[src/rtl/frac_dec_pkg.sv]
// Shared types and constants for the binary-fraction to decimal converter.
package frac_dec_pkg;

    typedef enum logic [1:0] {
        IDLE  = 2'd0,
        CONV  = 2'd1,
        ROUND = 2'd2,
        DONE  = 2'd3
    } state_t;

    typedef logic [3:0] bcd_digit_t;

    localparam bcd_digit_t ROUND_THRESH = 4'd5;

endpackage

[src/rtl/bcd_incrementer.sv]
// Combinational packed-BCD +1 with decimal carry ripple from the least significant digit.
module bcd_incrementer
    import frac_dec_pkg::*;
#(
    parameter int unsigned DIGITS = 5
) (
    input  logic [4*DIGITS-1:0] bcd_in,
    output logic [4*DIGITS-1:0] sum,
    output logic                carry
);

    always_comb begin
        bcd_digit_t d;
        logic       c;
        sum = bcd_in;
        c   = 1'b1;
        for (int unsigned i = 0; i < DIGITS; i++) begin
            d = bcd_in[4*i +: 4];
            if (c) begin
                if (d == 4'd9) begin
                    sum[4*i +: 4] = 4'd0;
                end else begin
                    sum[4*i +: 4] = d + 4'd1;
                    c = 1'b0;
                end
            end
        end
        carry = c;
    end

endmodule

[src/rtl/frac_to_decimal_seq.sv]
// Iterative binary fraction -> DIGITS decimal digits converter (multiply-by-10, MSD first).
// Optional rounding on a guard digit is enabled by defining FRAC_ROUND_EN.
module frac_to_decimal_seq
    import frac_dec_pkg::*;
#(
    parameter int unsigned FRAC_W = 24,
    parameter int unsigned DIGITS = 5
) (
    input  logic                         clk,
    input  logic                         rst_n,
    input  logic                         in_valid,
    output logic                         in_ready,
    input  logic [FRAC_W-1:0]            in_frac,
    output logic                         out_valid,
    input  logic                         out_ready,
    output logic [4*DIGITS-1:0]          out_bcd,
    output logic [4*DIGITS-1:0]          out_bin,
    output logic [$clog2(DIGITS+1)-1:0]  out_lz,
    output logic                         out_carry
);

    localparam int unsigned AW  = 4 * DIGITS;
    localparam int unsigned PW  = FRAC_W + 4;
    localparam int unsigned LZW = $clog2(DIGITS + 1);
    localparam int unsigned CW  = $clog2(DIGITS + 2);
`ifdef FRAC_ROUND_EN
    localparam int unsigned NCONV = DIGITS + 1;
`else
    localparam int unsigned NCONV = DIGITS;
`endif

    state_t            state_q, state_d;
    logic [FRAC_W-1:0] f_q, f_d;
    logic [CW-1:0]     cnt_q, cnt_d;
    logic [AW-1:0]     bcd_q, bcd_d;
    logic [AW-1:0]     acc_q, acc_d;
    logic              out_valid_q, out_valid_d;
    logic [AW-1:0]     out_bcd_q, out_bcd_d;
    logic [AW-1:0]     out_bin_q, out_bin_d;
    logic [LZW-1:0]    out_lz_q, out_lz_d;
    logic [PW-1:0]     p;
    bcd_digit_t        digit;

    function automatic logic [LZW-1:0] lead_zeros(input logic [AW-1:0] b);
        logic [LZW-1:0] n;
        logic           seen;
        n    = '0;
        seen = 1'b0;
        for (int unsigned i = 0; i < DIGITS; i++) begin
            if (!seen && (b[AW-1-4*i -: 4] == 4'd0)) n = n + 1'b1;
            else                                     seen = 1'b1;
        end
        return n;
    endfunction

    // x10 as (F<<3)+(F<<1); the integer part is the next decimal digit.
    always_comb begin
        p     = (PW'(f_q) << 3) + (PW'(f_q) << 1);
        digit = p[PW-1 -: 4];
    end

`ifdef FRAC_ROUND_EN
    bcd_digit_t    guard_q, guard_d;
    logic          out_carry_q, out_carry_d;
    logic [AW-1:0] inc_sum;
    logic          inc_carry;

    bcd_incrementer #(.DIGITS(DIGITS)) u_inc (
        .bcd_in (bcd_q),
        .sum    (inc_sum),
        .carry  (inc_carry)
    );

    assign out_carry = out_carry_q;
`else
    assign out_carry = 1'b0;
`endif

    always_comb begin
        state_d     = state_q;
        f_d         = f_q;
        cnt_d       = cnt_q;
        bcd_d       = bcd_q;
        acc_d       = acc_q;
        out_valid_d = out_valid_q;
        out_bcd_d   = out_bcd_q;
        out_bin_d   = out_bin_q;
        out_lz_d    = out_lz_q;
`ifdef FRAC_ROUND_EN
        guard_d     = guard_q;
        out_carry_d = out_carry_q;
`endif
        unique case (state_q)
            IDLE: begin
                if (in_valid) begin
                    f_d     = in_frac;
                    cnt_d   = '0;
                    bcd_d   = '0;
                    acc_d   = '0;
                    state_d = CONV;
`ifdef FRAC_ROUND_EN
                    guard_d = '0;
`endif
                end
            end
            CONV: begin
                if (cnt_q < CW'(NCONV)) begin
                    f_d   = p[FRAC_W-1:0];
                    cnt_d = cnt_q + 1'b1;
`ifdef FRAC_ROUND_EN
                    if (cnt_q == CW'(DIGITS)) begin
                        guard_d = digit;
                    end else begin
                        bcd_d = (bcd_q << 4) | AW'(digit);
                        acc_d = (acc_q << 3) + (acc_q << 1) + AW'(digit);
                    end
`else
                    bcd_d = (bcd_q << 4) | AW'(digit);
                    acc_d = (acc_q << 3) + (acc_q << 1) + AW'(digit);
`endif
                end else begin
`ifdef FRAC_ROUND_EN
                    state_d = ROUND;
`else
                    out_bcd_d   = bcd_q;
                    out_bin_d   = acc_q;
                    out_lz_d    = lead_zeros(bcd_q);
                    out_valid_d = 1'b1;
                    state_d     = DONE;
`endif
                end
            end
            ROUND: begin
`ifdef FRAC_ROUND_EN
                out_bcd_d   = bcd_q;
                out_bin_d   = acc_q;
                out_lz_d    = lead_zeros(bcd_q);
                out_carry_d = 1'b0;
                if (guard_q >= ROUND_THRESH) begin
                    if (inc_carry) begin
                        out_bcd_d   = '0;
                        out_bin_d   = '0;
                        out_lz_d    = LZW'(DIGITS);
                        out_carry_d = 1'b1;
                    end else begin
                        out_bcd_d = inc_sum;
                        out_bin_d = acc_q + AW'(1);
                        out_lz_d  = lead_zeros(inc_sum);
                    end
                end
                out_valid_d = 1'b1;
                state_d     = DONE;
`else
                state_d = IDLE;
`endif
            end
            DONE: begin
                if (out_ready) begin
                    out_valid_d = 1'b0;
                    state_d     = IDLE;
                end
            end
            default: state_d = IDLE;
        endcase
    end

    always_ff @(posedge clk or negedge rst_n) begin
        if (!rst_n) begin
            state_q     <= IDLE;
            f_q         <= '0;
            cnt_q       <= '0;
            bcd_q       <= '0;
            acc_q       <= '0;
            out_valid_q <= 1'b0;
            out_bcd_q   <= '0;
            out_bin_q   <= '0;
            out_lz_q    <= '0;
`ifdef FRAC_ROUND_EN
            guard_q     <= '0;
            out_carry_q <= 1'b0;
`endif
        end else begin
            state_q     <= state_d;
            f_q         <= f_d;
            cnt_q       <= cnt_d;
            bcd_q       <= bcd_d;
            acc_q       <= acc_d;
            out_valid_q <= out_valid_d;
            out_bcd_q   <= out_bcd_d;
            out_bin_q   <= out_bin_d;
            out_lz_q    <= out_lz_d;
`ifdef FRAC_ROUND_EN
            guard_q     <= guard_d;
            out_carry_q <= out_carry_d;
`endif
        end
    end

    assign in_ready  = (state_q == IDLE);
    assign out_valid = out_valid_q;
    assign out_bcd   = out_bcd_q;
    assign out_bin   = out_bin_q;
    assign out_lz    = out_lz_q;

endmodule
[config.mk]
export PLATFORM = sky130hd
export DESIGN_NAME = frac_to_decimal_seq
export DESIGN_NICKNAME = d
export VERILOG_FILES = /design/src/rtl/frac_dec_pkg.sv /design/src/rtl/bcd_incrementer.sv /design/src/rtl/frac_to_decimal_seq.sv
export SDC_FILE = /design/constraint.sdc
export NUM_CORES = 1
export LEC_CHECK = 0
export CORE_UTILIZATION = 57
export DETAILED_ROUTE_END_ITERATION = 10
export PLACE_DENSITY_LB_ADDON = 0.05
export SYNTH_ARGS = -nofsm -noshare
export SYNTH_HDL_FRONTEND = slang
export SYNTH_HIERARCHICAL = 1
export SYNTH_SLANG_ARGS = --single-unit
[constraint.sdc]
create_clock -name clk -period 5.8 [get_ports clk]
set_input_delay 1.16 -clock clk [delete_from_list [all_inputs] [get_ports clk]]
set_output_delay 1.16 -clock clk [all_outputs]
set_load 0.02 [all_outputs]
==> results of run 1 <==
[cells by family (layout without fill, tap and decap cells)]
kind of cell	Yosys count	in the layout	share of synthesized area
mux	42	42	0.0722
simple gates	198	198	0.140
buf+inv	44	109	0.0271
flops	111	111	0.426
fa+ha+maj	62	62	0.122
xor+xnor	33	33	0.0443
other cells	1	1	0.000575
compound gates	163	163	0.168
[critical path, stage by stage (launching register included)]
cell and delay [ns]:
dfrtp_1 0.40, ha_1 0.23, fa_1 0.44, a211oi_2 0.28, o211ai_2 0.14, a31oi_2 0.23, nand3_1 0.10, a31o_2 0.28
a21oi_2 0.16, nand3b_1 0.17, fa_1 0.47, fa_1 0.48, nor2b_1 0.13, o21a_1 0.16, o21a_1 0.19, o31ai_2 0.11
o31ai_1 0.44, o31a_1 0.19, xnor2_1 0.11, o21ai_1 0.08
[state kept, by name, indices dropped and copies added (netlist names)]
name and count:
cnt_q 3, acc_q 19, bcd_q 20, f_q 24, out_bin 19, out_valid 1, out_bcd 20, out_lz 3
state_q 2
[metrics by stage]
step | area [sq um] | hold WS (ns)
floorplan | 6520 | 0.450
finish | 7620 | 0.487
global placement | 7350 | 0.477
CTS | 7620 | 0.491
global route | 7620 | 0.507
detailed placement | 7350 | 0.475
[Yosys cell counts (3+ instances only)]
master    instances  area [sq um]
a31oi_1           5          31.3
a211oi_1          5          37.5
mux2_2           39           439
nor2b_1           7          43.8
buf_1             4          15.0
o31ai_1           3          22.5
nor2_1           37           139
o21bai_1          3          22.5
o21ai_1          26           130
a21oi_1          33           165
clkbuf_1         19          71.3
nand2b_1          3          18.8
inv_1            15          56.3
xnor2_1          15           131
o21ai_0          27           135
buf_2             3          15.0
nand2_1          78           293
xor2_1           18           158
a21o_1            9          67.6
a22oi_1          14           105
a21oi_2           3          26.3
fa_1              3          60.1
nor4_1            4          25.0
nand3_1          41           205
and3_1            6          37.5
ha_1             59           738
o21a_1            7          52.6
or4_1             4          30.0
a221o_1           5          50.1
nor3_1            8          40.0
dfrtp_1         111          2780
[path summary, 6_finish.rpt]
kind | from | to | slack, ns | cells past startpoint
worst min register to register | out_lz[2]$_DFFE_PN0P_ | out_lz[2]$_DFFE_PN0P_ | 0.49 | 1
min in group asynchronous | rst_n | out_bin[12]$_DFFE_PN0P_ | 0.89 | 1
worst max-delay path | f_q[0]$_DFFE_PN0P_ | acc_q[16]$_DFFE_PN0P_ | 0.85 | 19
worst min-delay path | out_lz[2]$_DFFE_PN0P_ | out_lz[2]$_DFFE_PN0P_ | 0.49 | 1
max in group asynchronous | rst_n | f_q[17]$_DFFE_PN0P_ | 3.85 | 2
worst max register to register | f_q[0]$_DFFE_PN0P_ | acc_q[16]$_DFFE_PN0P_ | 0.85 | 19
[cell type report]
class	instances	area, sq um
Timing Repair Buffer	78	763
Clock buffer	11	233
Tap cell	140	175
Multi-Input combinational cell	499	3580
Inverter	16	60.1
Sequential cell	111	2780
Fill cell	854	3360
Clock inverter	4	32.5
[layer usage]
| metal | share of wire | track usage | vias up |
|---|---|---|---|
| met4 | 0.014 | 0.0753 | 0 |
| met2 | 0.51 | 0.443 | 114 |
| met1 | 0.44 | 0.317 | 2482 |
| met5 | 0 | 0 | - |
| met3 | 0.041 | 0.0556 | 17 |
| li1 | - | - | 2496 |
==> metrics.cfg, run 1 <==
[floorplan]
core_area_sq_um=11000
num_rows=38
dieHeight_um=109
num_io_pins=74
die_area_sq_um=11900
start_util=0.594
die_x_um=109

[timing]
relSlewSlack=0.268
final_max_slew_viol_count=0
fmax_mhz=202
worstMarginPinSlew_ns=1.10
finalCriticalPeriod_ns=4.95
finalWorstSetupSlack_ns=0.851
setup_viol=0
fin_setup_tns_ns=0
fin_crit_sh=0.853
rsz0062_at_grt=false
finalHoldViolations=0
finClkSkew_ns=0.00644

[grt]
overflow=0
grt_pass1_wl_mm=23.7
grt_usage=0.255
grt_pass1_vias=5066
grt_max_degree=76
grt_antenna_before_repair=0

[critical_path]
crit_path_end_kind=flop
startpoint_type=flop
cp_max_fo=4
worst_ep_required_time_ns=6.00
critPathKind=flop to flop
cp.arrival_ns=5.15

[run_status]
status=finished, final reports clean

[clock_network]
cts_tree=built
cts_hold_buffers=0
cts_buffer_depth=2
cts_root_buffer=clkbuf_16
insertion_delay_ns=0.35
cts-htree-levels=3
path_clk_slew_ns=0.07
post-cts-setup-buffers=0
cts_resized=0
numCtsBuffers=9
cts_sinks=111

[worst_hold_path]
hp-class=flop to flop

[yosys]
yosysWarnings=6
synth_edf_count=0
syn-cell-area_sq_um=6520
ys_async_sr_fraction=1.00
yosysSeqAreaShare=0.426
synth-seq-cells=111
synth_cells=654
synthFlopType=dfrtp_1
post_synth_num_cell_types=63
synth_area_per_cell_sq_um=9.97
synth.net_count=744

[cells_and_area]
fin_util=0.694
nets=805
final_common_cell=dfrtp_1
instances_no_fill=859
layout_common_cells=dfrtp_1, nand2_1, clkdlybuf4s50_1, ha_1, nand3_1
drive_above_1_share=0.107
syn_to_final_growth_pct=16.9
n_antenna_cell=0

[flow_run]
max_cap_violations=0

[routing]
drt_first_iter_violations=196
ant_nets=0
dr.pass1.iters=5
vias=5109
routed_wl_mm=13.8
drt-wirelength-per-cell_um=16.1
via_per_inst=5.95
drc_errors=0

[place]
dp_slack_ns=0.867
dpl.hpwl_mm=9.80
io_buffers=72
globalplace.congestion=0.892
placedCellCount=844

Power of run 1 is not shown: default switching activity piles up to over one toggle a cycle in this logic, so the estimate is an artifact.
==> run 2, diff against run 1 <==
==> constraint.sdc (replaced) <==
create_clock -name clk -period 4.8 [get_ports clk]
set_input_delay 0.96 -clock clk [delete_from_list [all_inputs] [get_ports clk]]
set_output_delay 0.96 -clock clk [all_outputs]
set_load 0.02 [all_outputs]
==> run 2 against run 1 <==
Net effect: sequential share of layout area is 0.72 points lower; final area increased by 2.0%; count of clock-buffer cells in the layout stayed put; fmax up 7.9%; non-clock buffer count rose by 11; worst hold slack better by 0.0089 ns; final cell count rose by 1.4%; global-route usage grew 0.88 points; worst setup slack lost 0.64 ns; register-to-register slack worse by 0.64 ns; sequential cell count stayed put; core utilization grew 1.4 points; largest cell class unchanged.
==> metrics.cfg, run 2 (synthesis results as in run 1) <==
[cells_and_area]
nets=816  ; was 805
n_antenna_cell=0  ; unchanged
regMostFlops=f_q  ; unchanged
regArea_sq_um=2780  ; unchanged
design_area_sq_um=7770  ; was 7620 sq um
fill_cells=857  ; was 854
syn_to_final_growth_pct=19.2  ; was 16.9%
largest_reg_flops=24  ; unchanged
multi_input_area_sq_um=3620  ; was 3580 sq um
final_common_cell=dfrtp_1  ; unchanged
layout_common_cells=dfrtp_1, nand2_1, clkdlybuf4s50_1, ha_1, nand3_1  ; unchanged
drive_above_1_share=0.135  ; was 0.107
instances_no_fill=871  ; was 859

[grt]
grt_pass1_wl_mm=24.6  ; was 23.7 mm
grt_pass1_vias=5204  ; was 5066
grt_max_degree=75  ; was 76
overflow=0  ; unchanged
grt_usage=0.264  ; was 0.255
grt_antenna_before_repair=0  ; unchanged

[worst_hold_path]
hp-class=flop to flop  ; unchanged

[timing]
whs_ns=0.496  ; was 0.487 ns
finalCriticalPeriod_ns=4.59  ; was 4.95 ns
relSlewSlack=0.388  ; was 0.268
final_max_slew_viol_count=0  ; unchanged
fin_crit_sh=0.956  ; was 0.853
finClkSkew_ns=0.00762  ; was 0.00644 ns
setup_viol=0  ; unchanged
finalHoldViolations=0  ; unchanged
worstMarginPinSlew_ns=0.918  ; was 1.10 ns
fin_setup_tns_ns=0  ; unchanged
fmax_mhz=218  ; was 202 MHz

[floorplan]
die_x_um=109  ; unchanged
die_area_sq_um=11900  ; unchanged
dieHeight_um=109  ; unchanged
core_area_sq_um=11000  ; unchanged
num_io_pins=74  ; unchanged
start_util=0.594  ; unchanged
num_rows=38  ; unchanged

[place]
io_buffers=72  ; unchanged
globalplace.congestion=0.917  ; was 0.892
placed_cell_area_sq_um=7400  ; was 7350 sq um
placedCellCount=850  ; was 844
dpl.hpwl_mm=10.1  ; was 9.80 mm

[clock_network]
cts-htree-levels=3  ; unchanged
path_clk_slew_ns=0.07  ; about the same
insertion_delay_ns=0.35  ; about the same
numCtsBuffers=9  ; unchanged
cts_root_buffer=clkbuf_16  ; unchanged
cts_hold_buffers=0  ; unchanged
cts_tree=built  ; unchanged
cts_sinks=111  ; unchanged
cts_buffer_depth=2  ; unchanged

[critical_path]
slowest_stage=fa_1  ; unchanged
worst_ep_required_time_ns=5.02  ; was 6.00 ns
cp_max_fo=3  ; was 4
cp.arrival_ns=4.81  ; was 5.15 ns
path_delay_family=compound AO/OA/AOI/OAI gates  ; unchanged
path_buf_inv=1  ; was 0
crit_path_cell_trace=ha_2 > fa_2 > a211oi_2 > o211ai_2 > a31oi_2 > nand3_1 > a31o_2 > a21oi_4 > nand3b_1 > fa_1 > fa_2 > nor2b_1 > o21a_1 > o21a_1 > o31ai_2 > o31ai_1 > buf_4 > a31oi_1 > xor2_1 > o21ai_1  ; was ha_1 > fa_1 > a211oi_2 > o211ai_2 > a31oi_2 > nand3_1 > a31o_2 > a21oi_2 > nand3b_1 > fa_1 > fa_1 > nor2b_1 > o21a_1 > o21a_1 > o31ai_2 > o31ai_1 > o31a_1 > xnor2_1 > o21ai_1
crit_path_end_kind=flop  ; unchanged
cpPeakStageDelay_ns=0.48  ; about the same
critPathKind=flop to flop  ; unchanged
startpoint_type=flop  ; unchanged

[flow_run]
max_cap_violations=0  ; unchanged

[routing]
vias=5170  ; was 5109
drt-wirelength-per-cell_um=16.5  ; was 16.1 um
drt_first_iter_violations=184  ; was 196
routed_wl_mm=14.4  ; was 13.8 mm
dr.pass1.iters=5  ; unchanged
ant_nets=0  ; unchanged
drc_errors=0  ; unchanged
via_per_inst=5.94  ; was 5.95

[run_status]
status=finished, final reports clean  ; unchanged

==> run 2: layout make-up <==
| cell class | instances | area share |
|---|---|---|
| Inverter | 16 | 0.00773 |
| Sequential cell | 111 | 0.357 |
| Multi-Input combinational cell | 499 | 0.465 |
| Tap cell | 140 | 0.0225 |
| Timing Repair Buffer | 89 | 0.109 |
| Clock buffer | 11 | 0.0325 |
| Clock inverter | 5 | 0.00596 |
==> run 2: path summary, 6_finish.rpt <==
kind	start	end	slack, ns	depth (start not counted)
worst max-delay path	f_q[0]$_DFFE_PN0P_	acc_q[18]$_DFFE_PN0P_	0.21	20
worst min-delay path	acc_q[19]$_DFFE_PN0P_	acc_q[19]$_DFFE_PN0P_	0.50	2
worst max register to register	f_q[0]$_DFFE_PN0P_	acc_q[18]$_DFFE_PN0P_	0.21	20
worst min register to register	acc_q[19]$_DFFE_PN0P_	acc_q[19]$_DFFE_PN0P_	0.50	2
max in group asynchronous	rst_n	f_q[11]$_DFFE_PN0P_	3.06	2
min in group asynchronous	rst_n	out_bin[13]$_DFFE_PN0P_	0.73	1
==> run 2: repair_timing <==
action | 4_1_cts | 5_1_grt
setup endpoints to repair | 0 | 7
setup buffers | 0 | 5
resized for setup | 0 | 10
==> run 2: tightest hold or removal path, stage by stage, from the launching register on <==
cell and delay, ns:
dfrtp_1 0.35, nand2_1 0.05, o21ai_1 0.06
==> run 2: metrics by stage <==
step	util	setup WS (ns)
floorplan	-	0.318
global placement	0.674	0.215
detailed placement	0.674	0.114
CTS	0.701	0.0910
global route	0.708	-0.0630
finish	0.708	0.212
==> run 2: routing by layer <==
metal  vias to the layer above  routed length [um]  part of all wire  track usage
li1                       2516                   -                 -            -
met1                      2530                6180              0.43        0.321
met2                        99                7560              0.52        0.474
met3                        25                 374             0.026       0.0341
met4                         0                 293             0.020       0.0994
met5                         -                   0                 0            0
Power of run 2 is left out for the same reason.
==> run 3, diff against run 2 <==
--- a/config.mk
+++ b/config.mk
@@ -5,7 +5,8 @@
 export SDC_FILE = /design/constraint.sdc
 export NUM_CORES = 1
 export LEC_CHECK = 0
-export CORE_UTILIZATION = 57
+export CORE_MARGIN = 1.5
+export CORE_UTILIZATION = 55
 export DETAILED_ROUTE_END_ITERATION = 10
 export PLACE_DENSITY_LB_ADDON = 0.05
 export SYNTH_ARGS = -nofsm -noshare
==> run 3 against run 2 <==
Net effect: critical path depth unchanged; final cell count up 0.34%; worst setup slack better by 0.010 ns; non-clock buffer count unchanged; wire length down 2.5%; via count down 0.77%; first-iteration DRC count up 43%; global-route usage down 2.5 points; fmax up 0.23%; clock skew up 0.0022 ns; largest cell class unchanged; highest routed layer unchanged.
==> metrics.cfg, run 3 (synthesis results as in run 1) <==
[run_status]
status=finished, final reports clean  ; unchanged

[clock_network]
cts_tree=built  ; unchanged
cts_root_buffer=clkbuf_16  ; unchanged
numCtsBuffers=9  ; unchanged
cts-htree-levels=3  ; unchanged
path_clk_slew_ns=0.07  ; about the same
cts_buffer_depth=2  ; unchanged
cts_sinks=111  ; unchanged
cts_hold_buffers=0  ; unchanged
insertion_delay_ns=0.36  ; was 0.35 ns

[grt]
grt_pass1_wl_mm=24.5  ; was 24.6 mm
grt_usage=0.239  ; was 0.264
overflow=0  ; unchanged
grt_antenna_before_repair=0  ; unchanged
grt_max_degree=69  ; was 75
grt_pass1_vias=5186  ; was 5204

[worst_hold_path]
hp-class=flop to flop  ; unchanged
hold_path_end=acc_q[19]$_DFFE_PN0P_  ; unchanged
hold_path_depth=2  ; unchanged
min-delay-start=acc_q[19]$_DFFE_PN0P_  ; unchanged

[floorplan]
num_io_pins=74  ; unchanged
start_util=0.569  ; was 0.594
die_area_sq_um=12500  ; was 11900 sq um
die_x_um=112  ; was 109 um
core_area_sq_um=11500  ; was 11000 sq um
dieHeight_um=112  ; was 109 um
num_rows=39  ; was 38

[place]
placed_cell_area_sq_um=7400  ; about the same
globalplace.congestion=0.917  ; about the same
dpl.hpwl_mm=10.1  ; about the same
io_buffers=72  ; unchanged

[routing]
drt_first_iter_violations=263  ; was 184
routed_wl_mm=14.1  ; was 14.4 mm
ant_nets=0  ; unchanged
drc_errors=0  ; unchanged
vias=5130  ; was 5170
drt-wirelength-per-cell_um=16.1  ; was 16.5 um
via_per_inst=5.87  ; was 5.94
dr.pass1.iters=4  ; was 5

[critical_path]
crit_path_end_kind=flop  ; unchanged
r2r_start=f_q[0]$_DFFE_PN0P_  ; unchanged
worst_ep_required_time_ns=5.03  ; was 5.02 ns
rrSetupSlack_ns=0.22  ; was 0.21 ns
slowest_stage=fa_1  ; unchanged
cpPeakStageDelay_ns=0.47  ; was 0.48 ns
cp.arrival_ns=4.81  ; about the same
critPathKind=flop to flop  ; unchanged
startpoint_type=flop  ; unchanged
r2r_cells=20  ; unchanged
crit_path_cell_trace=ha_2 > fa_2 > a211oi_2 > o211ai_2 > a31oi_2 > nand3_1 > a31o_2 > a21oi_4 > nand3b_1 > fa_1 > inv_1 > ha_1 > a211o_1 > o211ai_1 > a21oi_2 > a21oi_2 > a21oi_1 > a21oi_1 > xor2_1 > o21ai_1  ; was ha_2 > fa_2 > a211oi_2 > o211ai_2 > a31oi_2 > nand3_1 > a31o_2 > a21oi_4 > nand3b_1 > fa_1 > fa_2 > nor2b_1 > o21a_1 > o21a_1 > o31ai_2 > o31ai_1 > buf_4 > a31oi_1 > xor2_1 > o21ai_1
cp_max_fo=3  ; unchanged
r2r_end=acc_q[17]$_DFFE_PN0P_  ; was acc_q[18]$_DFFE_PN0P_

[cells_and_area]
largest_reg_flops=24  ; unchanged
multi_input_area_sq_um=3610  ; was 3620 sq um
fill_cells=894  ; was 857
layout_common_cells=dfrtp_1, nand2_1, clkdlybuf4s50_1, ha_1, nand3_1  ; unchanged
syn_to_final_growth_pct=19.7  ; was 19.2%
regArea_sq_um=2780  ; unchanged
regMostFlops=f_q  ; unchanged
design_area_sq_um=7800  ; was 7770 sq um
n_antenna_cell=0  ; unchanged
nets=816  ; unchanged
drive_above_1_share=0.134  ; was 0.135
final_common_cell=dfrtp_1  ; unchanged

[timing]
fin_crit_sh=0.954  ; was 0.956
fmax_mhz=218  ; about the same
setup_viol=0  ; unchanged
finClkSkew_ns=0.00980  ; was 0.00762 ns
final_max_slew_viol_count=0  ; unchanged
finalCriticalPeriod_ns=4.58  ; was 4.59 ns
relSlewSlack=0.283  ; was 0.388
worstMarginPinSlew_ns=1.07  ; was 0.918 ns
finalHoldViolations=0  ; unchanged

[flow_run]
max_cap_violations=0  ; unchanged

[run 3: worst max-delay path by stage]
stage | from | end | slack [ns] | depth (start not counted)
global placement | f_q[0]$_DFFE_PN0P_ | acc_q[16]$_DFFE_PN0P_ | 0.17 | 20
detailed placement | f_q[0]$_DFFE_PN0P_ | acc_q[17]$_DFFE_PN0P_ | 0.06 | 20
global route | f_q[0]$_DFFE_PN0P_ | acc_q[18]$_DFFE_PN0P_ | -0.04 | 20
floorplan | f_q[0]$_DFFE_PN0P_ | acc_q[18]$_DFFE_PN0P_ | 0.32 | 19
CTS | f_q[0]$_DFFE_PN0P_ | acc_q[17]$_DFFE_PN0P_ | 0.03 | 20
finish | f_q[0]$_DFFE_PN0P_ | acc_q[17]$_DFFE_PN0P_ | 0.22 | 20
[run 3: routing by layer]
| metal | part of all wire | track usage | vias to the layer above | routed length, um |
|---|---|---|---|---|
| met5 | 0 | 0 | - | 0 |
| li1 | - | - | 2516 | - |
| met3 | 0.032 | 0.0392 | 16 | 451 |
| met2 | 0.50 | 0.413 | 89 | 7000 |
| met1 | 0.45 | 0.307 | 2509 | 6370 |
| met4 | 0.016 | 0.0776 | 0 | 226 |
[run 3: final cells by class]
cell class / count / area share
Multi-Input combinational cell: 499 / 0.463
Timing Repair Buffer: 89 / 0.108
Inverter: 16 / 0.00770
Tap cell: 143 / 0.0229
Clock inverter: 6 / 0.0125
Clock buffer: 10 / 0.0293
Sequential cell: 111 / 0.356
[run 3: what timing repair did]
action	CTS	global route
buffers inserted	0	6
gates resized for setup	0	9
setup endpoints to repair	0	9
[run 3: critical path, delay by kind of cell (launching register included)]
kind	cells	cell delay [ns]
AO/OA/AOI/OAI	12	2.23
flip-flops	1	0.40
adder cells (fa/ha/maj)	4	1.31
XOR/XNOR	1	0.16
AND/OR/NAND/NOR	2	0.27
buffers and inverters	1	0.08
[run 3: per-stage QoR]
stage | worst slack [ns] | TNS [ns] | util | hold WS [ns] | std cells
CTS | 0.0309 | 0 | 0.673 | 0.508 | 868
global route | -0.0412 | -0.0962 | 0.680 | 0.523 | 874
floorplan | 0.318 | 0 | - | 0.450 | 654
finish | 0.222 | 0 | 0.680 | 0.499 | 874
detailed placement | 0.0557 | 0 | 0.645 | 0.491 | 852
global placement | 0.175 | 0 | 0.645 | 0.483 | 852
Power of run 3 is left out for the same reason.
